**config.mk**
```make
export PLATFORM = sky130hd
export DESIGN_NAME = cmosnot_bank
export DESIGN_NICKNAME = d
export VERILOG_FILES = /design/src/rtl/cmosnot_pkg.sv /design/src/rtl/cmosnot_bist.sv /design/src/rtl/cmosnot_bank.sv
export SDC_FILE = /design/constraint.sdc
export NUM_CORES = 1
export LEC_CHECK = 0
export CAP_MARGIN = 20
export CORE_UTILIZATION = 30
export CTS_CLUSTER_SIZE = 10
export DETAILED_ROUTE_END_ITERATION = 16
export PLACE_DENSITY = 0.63
export RECOVER_POWER = 25
export SLEW_MARGIN = 30
export SYNTH_ARGS = -nofsm -noshare
export SYNTH_HDL_FRONTEND = slang
export SYNTH_HIERARCHICAL = 1
export SYNTH_SLANG_ARGS = --single-unit
```
**constraint.sdc**
```tcl
create_clock -name clk -period 2.1 [get_ports clk]
set_clock_uncertainty 0.1 [all_clocks]
set_input_delay 0.42 -clock clk [delete_from_list [all_inputs] [get_ports clk]]
set_output_delay 0.42 -clock clk [all_outputs]
set_load 0.03 [all_outputs]
```
**src/rtl/cmosnot_pkg.sv**
```systemverilog
// Shared definitions for the inverter bank and its built-in self-test.
// Holds the BIST state encoding and the per-step pattern parity.
package cmosnot_pkg;

    typedef enum logic [1:0] {
        ST_IDLE  = 2'd0,
        ST_DRIVE = 2'd1,
        ST_CHECK = 2'd2,
        ST_DONE  = 2'd3
    } bist_state_t;

    localparam logic PAT_EVEN = 1'b0;
    localparam logic PAT_ODD  = 1'b1;

    // Even steps drive all-zeros, odd steps all-ones.
    function automatic logic pattern_bit(input logic i_k_lsb);
        return i_k_lsb ? PAT_ODD : PAT_EVEN;
    endfunction

endpackage

```
**src/rtl/cmosnot_bist.sv**
```systemverilog
// Self-test sequencer: walks alternating patterns through the bank and
// counts steps whose registered output is not the inverse of the pattern.
module cmosnot_bist
    import cmosnot_pkg::*;
#(
    parameter int WIDTH      = 8,
    parameter int BIST_STEPS = 4,
    parameter int ERR_W      = 4
) (
    input  logic             clk,
    input  logic             rst,
    input  logic             i_start,
    input  logic [WIDTH-1:0] i_f,
    output logic             o_sel,
    output logic [WIDTH-1:0] o_pattern,
    output logic             o_busy,
    output logic             o_done,
    output logic             o_pass,
    output logic [ERR_W-1:0] o_err
);

    localparam int KW = (BIST_STEPS > 1) ? $clog2(BIST_STEPS) : 1;
    localparam logic [KW-1:0] K_LAST = KW'(BIST_STEPS - 1);
    localparam logic [ERR_W-1:0] ERR_MAX = '1;

    bist_state_t r_state;
    bist_state_t w_state_nxt;

    logic [KW-1:0]    r_k;
    logic [ERR_W-1:0] r_err;
    logic [ERR_W-1:0] w_err_nxt;
    logic             r_pass;
    logic [WIDTH-1:0] w_pattern;
    logic             w_step_fail;
    logic             w_last;
    logic             w_launch;

    assign w_pattern   = {WIDTH{pattern_bit(r_k[0])}};
    assign w_step_fail = (i_f != ~w_pattern);
    assign w_last      = (r_k == K_LAST);
    assign w_launch    = (r_state == ST_IDLE) && i_start;

    always_ff @(posedge clk or posedge rst) begin
        if (rst) begin
            r_state <= ST_IDLE;
        end else begin
            r_state <= w_state_nxt;
        end
    end

    always_comb begin
        w_state_nxt = r_state;
        unique case (r_state)
            ST_IDLE:  if (i_start) w_state_nxt = ST_DRIVE;
            ST_DRIVE: w_state_nxt = ST_CHECK;
            ST_CHECK: w_state_nxt = w_last ? ST_DONE : ST_DRIVE;
            ST_DONE:  w_state_nxt = ST_IDLE;
            default:  w_state_nxt = ST_IDLE;
        endcase
    end

    always_comb begin
        o_busy = 1'b0;
        o_done = 1'b0;
        unique case (r_state)
            ST_DRIVE: o_busy = 1'b1;
            ST_CHECK: o_busy = 1'b1;
            ST_DONE:  o_done = 1'b1;
            default:  o_busy = 1'b0;
        endcase
    end

    // Saturating count so long runs never wrap back to a clean result.
    always_comb begin
        w_err_nxt = r_err;
        if ((r_state == ST_CHECK) && w_step_fail && (r_err != ERR_MAX)) begin
            w_err_nxt = r_err + 1'b1;
        end
    end

    always_ff @(posedge clk or posedge rst) begin
        if (rst) begin
            r_k    <= '0;
            r_err  <= '0;
            r_pass <= 1'b0;
        end else if (w_launch) begin
            r_k    <= '0;
            r_err  <= '0;
            r_pass <= 1'b0;
        end else if (r_state == ST_CHECK) begin
            r_err <= w_err_nxt;
            if (w_last) begin
                r_k    <= '0;
                r_pass <= (w_err_nxt == '0);
            end else begin
                r_k <= r_k + 1'b1;
            end
        end
    end

    assign o_sel     = o_busy;
    assign o_pattern = w_pattern;
    assign o_pass    = r_pass;
    assign o_err     = r_err;

endmodule

```
**src/rtl/cmosnot_bank.sv**
```systemverilog
// Bank of registered inverters with selectable pass-through, fault
// injection and a built-in self-test that borrows the datapath register.
module cmosnot_bank
    import cmosnot_pkg::*;
#(
    parameter int WIDTH      = 8,
    parameter int BIST_STEPS = 4,
    parameter int ERR_W      = 4
) (
    input  logic             clk,
    input  logic             rst,
    input  logic [WIDTH-1:0] x,
    input  logic             mode,
    input  logic [WIDTH-1:0] fault,
    input  logic             bist_start,
    output logic [WIDTH-1:0] f,
    output logic             bist_busy,
    output logic             bist_done,
    output logic             bist_pass,
    output logic [ERR_W-1:0] err_count
);

    logic             w_sel;
    logic [WIDTH-1:0] w_pattern;
    logic [WIDTH-1:0] w_src;
    logic             w_inv;
    logic [WIDTH-1:0] w_d;
    logic [WIDTH-1:0] r_f;

    cmosnot_bist #(
        .WIDTH      (WIDTH),
        .BIST_STEPS (BIST_STEPS),
        .ERR_W      (ERR_W)
    ) u_bist (
        .clk       (clk),
        .rst       (rst),
        .i_start   (bist_start),
        .i_f       (r_f),
        .o_sel     (w_sel),
        .o_pattern (w_pattern),
        .o_busy    (bist_busy),
        .o_done    (bist_done),
        .o_pass    (bist_pass),
        .o_err     (err_count)
    );

    // Self-test always inverts so a healthy channel returns ~pattern.
    assign w_src = w_sel ? w_pattern : x;
    assign w_inv = w_sel ? 1'b1 : ~mode;
    assign w_d   = (w_src ^ {WIDTH{w_inv}}) ^ fault;

    always_ff @(posedge clk or posedge rst) begin
        if (rst) begin
            r_f <= '0;
        end else begin
            r_f <= w_d;
        end
    end

    assign f = r_f;

endmodule
```
Word-level counts from Yosys, hierarchy flattened
Cells that the tools add are included.

storage, ports and cells
  memory bits (writable) = 0
  bits in registers = 17
  latch bits = 0
  logic and storage cells = 44
  memories = 0
  input bits = 20
  bits in read-only memories = 0

operators by class
  order comparisons = 0
  multiplexer cells = 17
  shifts and indexed selects = 0
  $mul = 0
  reduce and logical (&&, ||, !) cells = 9
  div/mod/pow operators = 0
  equality and inequality tests = 7
  add/sub/neg operators = 2
  bitwise operators = 4

operators by type and width
  cell                 number
  $xor 8x8->8          2
  $mux 4               3
  $mux 2               5
  $mux 8               1
  $ne 8x8->1           1
  $not 8->8            1
  $pmux 2 s4           1
  $mux 1               7
  $eq 2x2->1 const B   3
  $add 4x1->4 const B  1
  $logic_not 4->1      1
  $ne 4x4->1 const B   1
  $reduce_bool 2->1    2
  $logic_and 1x1->1    3
  $add 2x1->2 const B  1
  $eq 2x1->1 const B   1
  $logic_not 2->1      1
  $ne 2x2->1 const B   1
  $reduce_and 2->1     1
  $reduce_or 2->1      1
  $not 1->1            1

Depth between registers and ports, before layout
Gate-level depths: netlist of run 1.

  depth in word-level cells = 10
  gate-level depth with buffers = 7
  mapped depth without buffers = 6

Modules after synthesis
Netlist of run 1, hierarchy kept.

by module, submodules not included
  module        times used  cells each  area each (µm²)
  cmosnot_bist  1           83          715.7
  cmosnot_bank  1           43          444.2

Worst setup path after synthesis of run 1
No wires, ideal clock.

  path type = reg-to-reg
  start = register u_bist.r_err[0] (netlist: u_bist/o_err[0])
  end = register u_bist.r_err[0] (netlist: u_bist/o_err[0])
  clock period less this slack = 1.777 ns
  cell stages (with the launch flop) = 6
  arrival time = 1.600 ns
  path slack = 0.323 ns
  buffers on the path = 0
  path through = dfrtp_1 -> ha_1 -> nand3_2 -> nand2_2 -> or4_1 -> a21oi_1

between the ends
  longest elaborated chain between the ends = 5
  elaborated cells on any way between the ends = 6

ends and longest elaborated chain
  element                                              RTL line            source
  start, declared                                      cmosnot_bist.sv:30  logic [ERR_W-1:0] r_err;
  start signal, assigned                               cmosnot_bist.sv:91  r_err <= w_err_nxt;
  branches (longest 2 deep; another with $add 4x1->4)  --
  $mux 4 *                                             cmosnot_bist.sv:76  if ((r_state == ST_CHECK) && w_step_fail && (r_err != ERR_MAX)) begin
  $mux 4 *                                             cmosnot_bist.sv:90  end else if (r_state == ST_CHECK) begin
  $mux 4 *                                             cmosnot_bist.sv:86  end else if (w_launch) begin

Mark *: on every way between the ends. The select of a mux whose other input is x is not followed.
A chain may end at the register's enable or synchronous reset.

Worst setup path in the final report of run 1
  start = register u_bist.r_state[1]
  end = output bist_done

between the ends
  longest elaborated chain between the ends = 2

ends and longest elaborated chain
  element                 RTL line            source
  start, declared         cmosnot_bist.sv:26  bist_state_t r_state;
  start signal, assigned  cmosnot_bist.sv:47  r_state <= w_state_nxt;
  $eq 2x2->1              cmosnot_bist.sv:65  unique case (r_state)
  $mux 1                  cmosnot_bist.sv:65
  end, declared           cmosnot_bank.sv:18  output logic bist_done,

No other way between the ends.

==> impl_metrics.ini, run 1 <==
[status]
status = complete, no violations

[final_layout]
fin_cells = 200
post-route-util_pct = 41.1
fin_area_sq_um = 1520
antennaDiodeCount = 0
area_delta_synth_final_pct = 30.7
fin_nets = 179
drive_gt1_share_pct = 7.89

[clocking]
clkSinkCount = 17
cts_root_buffer = clkbuf_8
path_clk_slew_ns = 0.07
cts_tree = done
cts_buffers = 3
cts_resized = 0
h-tree-depth = 1
cts_buffer_depth = 2
postCtsHoldBufs = 0
clk_latency_ns = 0.26
postCtsSetupRepairBufs = 0

[logic_synthesis]
netlist.top_cell.by_area = dfrtp_1
yosysWarnings = 6
ys_ff_latch = 17
ys_seq_area_share_pct = 36.7
syn-mean-instance-area_sq_um = 9.21
syn_nets = 152
netlist_area_sq_um = 1160
ys_types = 33
synth.top_cell.area_share_pct = 36.7
syn_inst = 126
synth_area_leaders = dfrtp_1 37%, xnor2_1 12%, buf_4 6.5%

[power]
p_int_uw = 1230
total_power_uw = 2280
p_clk_share_pct = 10.7
pwr-share-comb_pct = 60.7
powerDensity_nw_per_um2 = 1510
peakVddDrop_mv = 0.659
p_sw_share_pct = 46.2
switchingPower_uw = 1050
seq_power_share_pct = 28.6
p_leak_uw = 0.000601

[worst_setup_path]
crit_arrival_ns = 1.50
cp-start-kind = flop
slowest_stage = clkdlybuf4s50_1
path_max_fanout = 5
cp-end-kind = output pin
critical_path_class = reg -> out
ff2ff_setup_slack_ns = 0.26
path_cells = ha_1, clkdlybuf4s50_1
crit_required_ns = 1.58
slowest_delay_ns = 0.66
reg2reg_depth = 5

[global_route]
antenna_found_initial = 0
grt_max_degree = 17
top_usage_layer = met2
track_usage_pct = 12.5
overflow = 0
grt_pass1_vias = 925
use_met2_pct = 23.8
grtUsageMet3_pct = 1.25
grt_pass1_wl_mm = 3.94
met1_usage_pct = 12.4

[die]
dieArea_sq_um = 4120
dieWidth_um = 64.2
core-area_sq_um = 3690
rows = 22
die_y_um = 64.2
pin_count = 35
initial_core_util_pct = 31.4

[routing]
dr.pass1.iters = 4
drt_iter0_drc = 25
drt-total-wl_mm = 2.30
vias = 938
post_drt_wl_per_cell_um = 11.5
final_antenna_net_count = 0
drc = 0
viasPerCell = 4.69

[timing]
tns_ns = 0
max_freq_mhz = 496
fin_crit_sh_pct = 96.0
hold_violations = 0
rsz0062_at_grt = false
worst_slew_pin_slew_ns = 0.475
maxSlewHeadroom_pct = 68.1
period_minus_slack_ns = 2.02
finalSetupViolCount = 0
drv_slew = 0

[placement]
placed_area_sq_um = 1470
numPortBuffers = 34
gp_congestion = 0.825
dp.cells = 196
dp_hpwl_mm = 1.88

[min_path]
holdCritPathClass = reg -> reg
worstHoldPathCells = 2

[run]
cap_violations = 0
[critical path, delay by kind of cell, from the launching register on]
kind       cells  cell delay, ns
flops          1            0.41
buf+inv        1            0.66
fa+ha+maj      1            0.17
[path summary, 6_finish.rpt]
path	end	from
min	u_bist/o_pass$_DFFE_PP0P_	u_bist/o_pass$_DFFE_PP0P_
max reg2reg	u_bist/o_err[0]$_DFFE_PP0P_	u_bist/r_state[0]$_DFFE_PP0P_
max in group asynchronous	u_bist/o_err[1]$_DFFE_PP0P_	rst
min in group asynchronous	f[2]$_DFF_PP0_	rst
max	bist_done	u_bist/r_state[1]$_DFFE_PP0P_
min reg2reg	u_bist/o_pass$_DFFE_PP0P_	u_bist/o_pass$_DFFE_PP0P_
[flip-flops by register name, indices dropped and copies added (netlist names)]
signal,flops
f,8
u_bist/o_err,4
u_bist/r_k,2
u_bist/r_state,2
u_bist/o_pass,1
[final cells by class]
class / count / area [sq um]
Inverter: 6 / 22.5
Sequential cell: 17 / 425
Fill cell: 375 / 2170
Tap cell: 48 / 60.1
Timing Repair Buffer: 35 / 345
Clock buffer: 3 / 41.3
Clock inverter: 1 / 5.00
Multi-Input combinational cell: 90 / 617
[kinds of logic (layout without fill, tap and decap cells)]
logic type,Yosys count,in the layout,share of synthesized area (%)
compound gates,18,18,9.92
fa+ha+maj,6,6,6.47
simple gates,47,47,22.1
buf+inv,19,45,10.1
xor+xnor,16,16,12.1
mux,3,3,2.59
flops,17,17,36.7
[power by group through the flow]
stage	Clock, uW	Sequential [uW]	Combinational (uW)
floorplan	0	847	892
global placement	0	656	1360
detailed placement	0	662	1390
CTS	254	655	1400
global route	274	682	1530
finish	245	653	1380
[metrics by stage]
stage | setup WS, ns | hold WS (ns)
final | 0.0845 | 0.439
after global routing | 0.0246 | 0.478
after CTS | 0.0699 | 0.342
after detailed placement | 0.297 | 0.427
after global placement | 0.312 | 0.409
after floorplan | 0.323 | 0.136
[cells in the mapped netlist]
cell type,number
buf_2,1
nand3_2,1
ha_1,6
or2_0,1
nor2b_1,1
a2111oi_0,1
nand3_1,4
buf_6,1
mux2i_1,3
or4_1,1
a31oi_1,1
nor2_1,4
xnor2_1,16
nand3b_1,3
and2_1,2
nor3_1,4
o21ai_1,5
buf_4,10
o21ai_2,3
nand4_1,4
nor4_1,2
nand2_1,13
nand2b_1,3
inv_1,6
o31ai_1,2
o311ai_0,1
or3_1,1
nor3b_1,1
a21oi_1,5
and3_4,1
dfrtp_1,17
clkbuf_1,1
nand2_2,1
[cells in the final DEF (no fill, tap or decap)]
cell	count
nand3_2	1
xnor2_1	16
a31oi_1	1
buf_4	2
nor3b_1	1
and3_4	1
nand4_1	4
o311ai_0	1
nor4_1	2
mux2i_1	3
o31ai_1	2
nand3_1	4
nor3_1	4
clkdlybuf4s50_1	32
ha_1	6
nand2b_1	3
nand3b_1	3
nor2b_1	1
dlygate4sd3_1	1
or4_1	1
nand2_1	13
nor2_1	4
a2111oi_0	1
o21ai_1	5
dfrtp_1	17
o21ai_2	3
and2_1	2
or3_1	1
nand2_2	1
clkinv_2	1
clkbuf_8	3
or2_0	1
inv_1	6
a21oi_1	5
[metal layers]
layer / vias up / routed length, um
met4: 0 / 82
li1: 474 / -
met5: - / 0
met3: 7 / 76
met2: 30 / 1220
met1: 427 / 922
No activity file was read; power rests on OpenSTA's default activity.
==> run 2, diff against run 1 <==
Settings changed: PLACE_DENSITY 0.63 to 0.65, SYNTH_HIERARCHICAL 1 to unset.
Clock period 2.1 ns to 2.5 ns, I/O delays scaled along.
==> run 2 against run 1 <==
Area after synthesis decreased by 13%. Non-clock buffer count unchanged. Worst setup slack improved by 0.026 ns. Largest cell class unchanged. Flip-flop and latch count unchanged. Worst hold slack got worse by 0.014 ns. Power decreased by 22%.
==> impl_metrics.ini, run 2 <==
[status]
status = complete, no violations

[timing]
rsz0062_at_grt = false
max_freq_mhz = 419
drv_slew = 0
maxSlewHeadroom_pct = 59.3
period_minus_slack_ns = 2.39
worst_slew_pin_slew_ns = 0.609
finalSetupViolCount = 0
hold_slack_ns = 0.425
fin_crit_sh_pct = 95.6
hold_violations = 0
tns_ns = 0

[die]
rows = 20
pin_count = 35
core-area_sq_um = 3130
die_y_um = 60.0
dieWidth_um = 60.0
dieArea_sq_um = 3600
initial_core_util_pct = 32.2

[global_route]
antenna_found_initial = 0
overflow = 0
grt_max_degree = 18
grt_pass1_wl_mm = 3.31
grt_pass1_vias = 810
track_usage_pct = 12.7

[logic_synthesis]
synth_compound_area_share_pct = 8.93
syn-mean-instance-area_sq_um = 10.5
async_reset_ff_share_pct = 100
syn_inst = 96
ys.flop_type = dfrtp_1
yosys-top-cells-count = 18 x xor2_1, 17 x dfrtp_1, 8 x o21ai_1
synth_area_leaders = dfrtp_1 42%, xor2_1 16%, ha_1 7.4%
ys_seq_area_share_pct = 42.2
netlist_area_sq_um = 1010
syn_nets = 122
synth-xor-area-share_pct = 16.5
netlist.top_cell.by_area = dfrtp_1
synth-edff-count = 0
synth_top_family_by_area = simple AND/OR/NAND/NOR gates
yosys.cell_count.top_type = xor2_1
synth.top_cell.area_share_pct = 42.2
ys_types = 31
ys_ff_latch = 17
synth-simple-area-share_pct = 20.3
yosysWarnings = 0
yosys-mux-area-fraction_pct = 1.99
synth-adder-area-share_pct = 7.44

[final_layout]
drive_gt1_share_pct = 8.27
area_delta_synth_final_pct = 41.8
final_cell_mix = 33 x clkdlybuf4s50_1, 18 x xor2_1, 17 x dfrtp_1, 8 x o21ai_1, 6 x ha_1
fin_nets = 160
fin_cells = 177
post-route-util_pct = 45.7
antennaDiodeCount = 0
largest_register_ffs = 8
layout.cells.most_common = clkdlybuf4s50_1

[routing]
post_drt_wl_per_cell_um = 11.1
dr.pass1.iters = 4
drt-total-wl_mm = 1.96
drc = 0
final_antenna_net_count = 0
drt_iter0_drc = 25
vias = 826
viasPerCell = 4.67

[power]
p_leak_uw = 0.000600
powerDensity_nw_per_um2 = 1240
peakVddDrop_mv = 0.450

[clocking]
cts_tree = done
cts_root_buffer = clkbuf_4
clk_latency_ns = 0.28
cts_buffer_depth = 2
postCtsSetupRepairBufs = 0
h-tree-depth = 1
cts_resized = 0
path_clk_slew_ns = 0.10
postCtsHoldBufs = 0
clkSinkCount = 17
cts_buffers = 3

[worst_setup_path]
crit_arrival_ns = 1.79
r2r-start = u_bist.o_err[0]$_DFFE_PP0P_
cp-end-kind = output pin
critical_path_class = reg -> out
path_max_fanout = 5
crit_required_ns = 1.90
setup.worst_path.start = u_bist.r_state[1]$_DFFE_PP0P_
cp-start-kind = flop

[placement]
dp_hpwl_mm = 1.66
gp_congestion = 0.736
numPortBuffers = 34
dp.cells = 173

[run]
cap_violations = 0

[min_path]
min_from = u_bist.o_pass$_DFFE_PP0P_
holdCritPathClass = reg -> reg
==> run 2: per-stage QoR <==
step / instance area, sq um / setup slack [ns] / total power [uW]
2_1_floorplan: 1010 / 0.399 / 1260
3_3_place_gp: 1400 / 0.473 / 1630
3_5_place_dp: 1400 / 0.416 / 1660
4_1_cts: 1430 / 0.0999 / 1810
5_1_grt: 1430 / 0.0216 / 1940
6_report: 1430 / 0.111 / 1780
==> run 2: cells by family after synthesis <==
| family | count (synthesis) |
|---|---|
| and+or+nand+nor | 30 |
| adders and majority gates | 6 |
| DFF | 17 |
| muxes | 2 |
| AOI/OAI and AO/OA | 15 |
| xor gates and xnor gates | 19 |
| buffers and inverters | 7 |
==> run 2: cell type report <==
cell class | count | area (sq um)
Multi-Input combinational cell | 72 | 557
Clock buffer | 4 | 26.3
Sequential cell | 17 | 425
Inverter | 5 | 18.8
Tap cell | 44 | 55.1
Fill cell | 322 | 1700
Timing Repair Buffer | 35 | 348
==> run 2: routing by layer <==
layer	vias to the layer above	routed length [um]	global-route usage (%)
li1	409	-	-
met1	388	734	12.3
met2	27	1100	24.6
met3	2	88	3.46
met4	0	34	5.98
met5	-	0	0
==> run 2: power by group <==
| group | internal, uW | switching (uW) | total, uW |
|---|---|---|---|
| Clock | 61.9 | 79.3 | 141 |
| Combinational | 482 | 618 | 1100 |
| Sequential | 407 | 127 | 534 |
==> run 2: path summary, 6_finish.rpt <==
kind                                                to  slack, ns  cells after the start
min in group asynchronous  u_bist.o_err[3]$_DFFE_PP0P_       0.61                      2
setup / recovery                             bist_busy       0.11                      3
hold / removal               u_bist.o_pass$_DFFE_PP0P_       0.42                      2
max in group asynchronous               f[2]$_DFF_PP0_       1.28                      2
hold reg to reg              u_bist.o_pass$_DFFE_PP0P_       0.42                      2
setup reg to reg             u_bist.o_pass$_DFFE_PP0P_       0.43                      6
==> run 2: critical path, stage by stage (launching register included) <==
cell and delay (ns):
dfrtp_1 0.44, inv_1 0.09, ha_1 0.30, clkdlybuf4s50_1 0.67
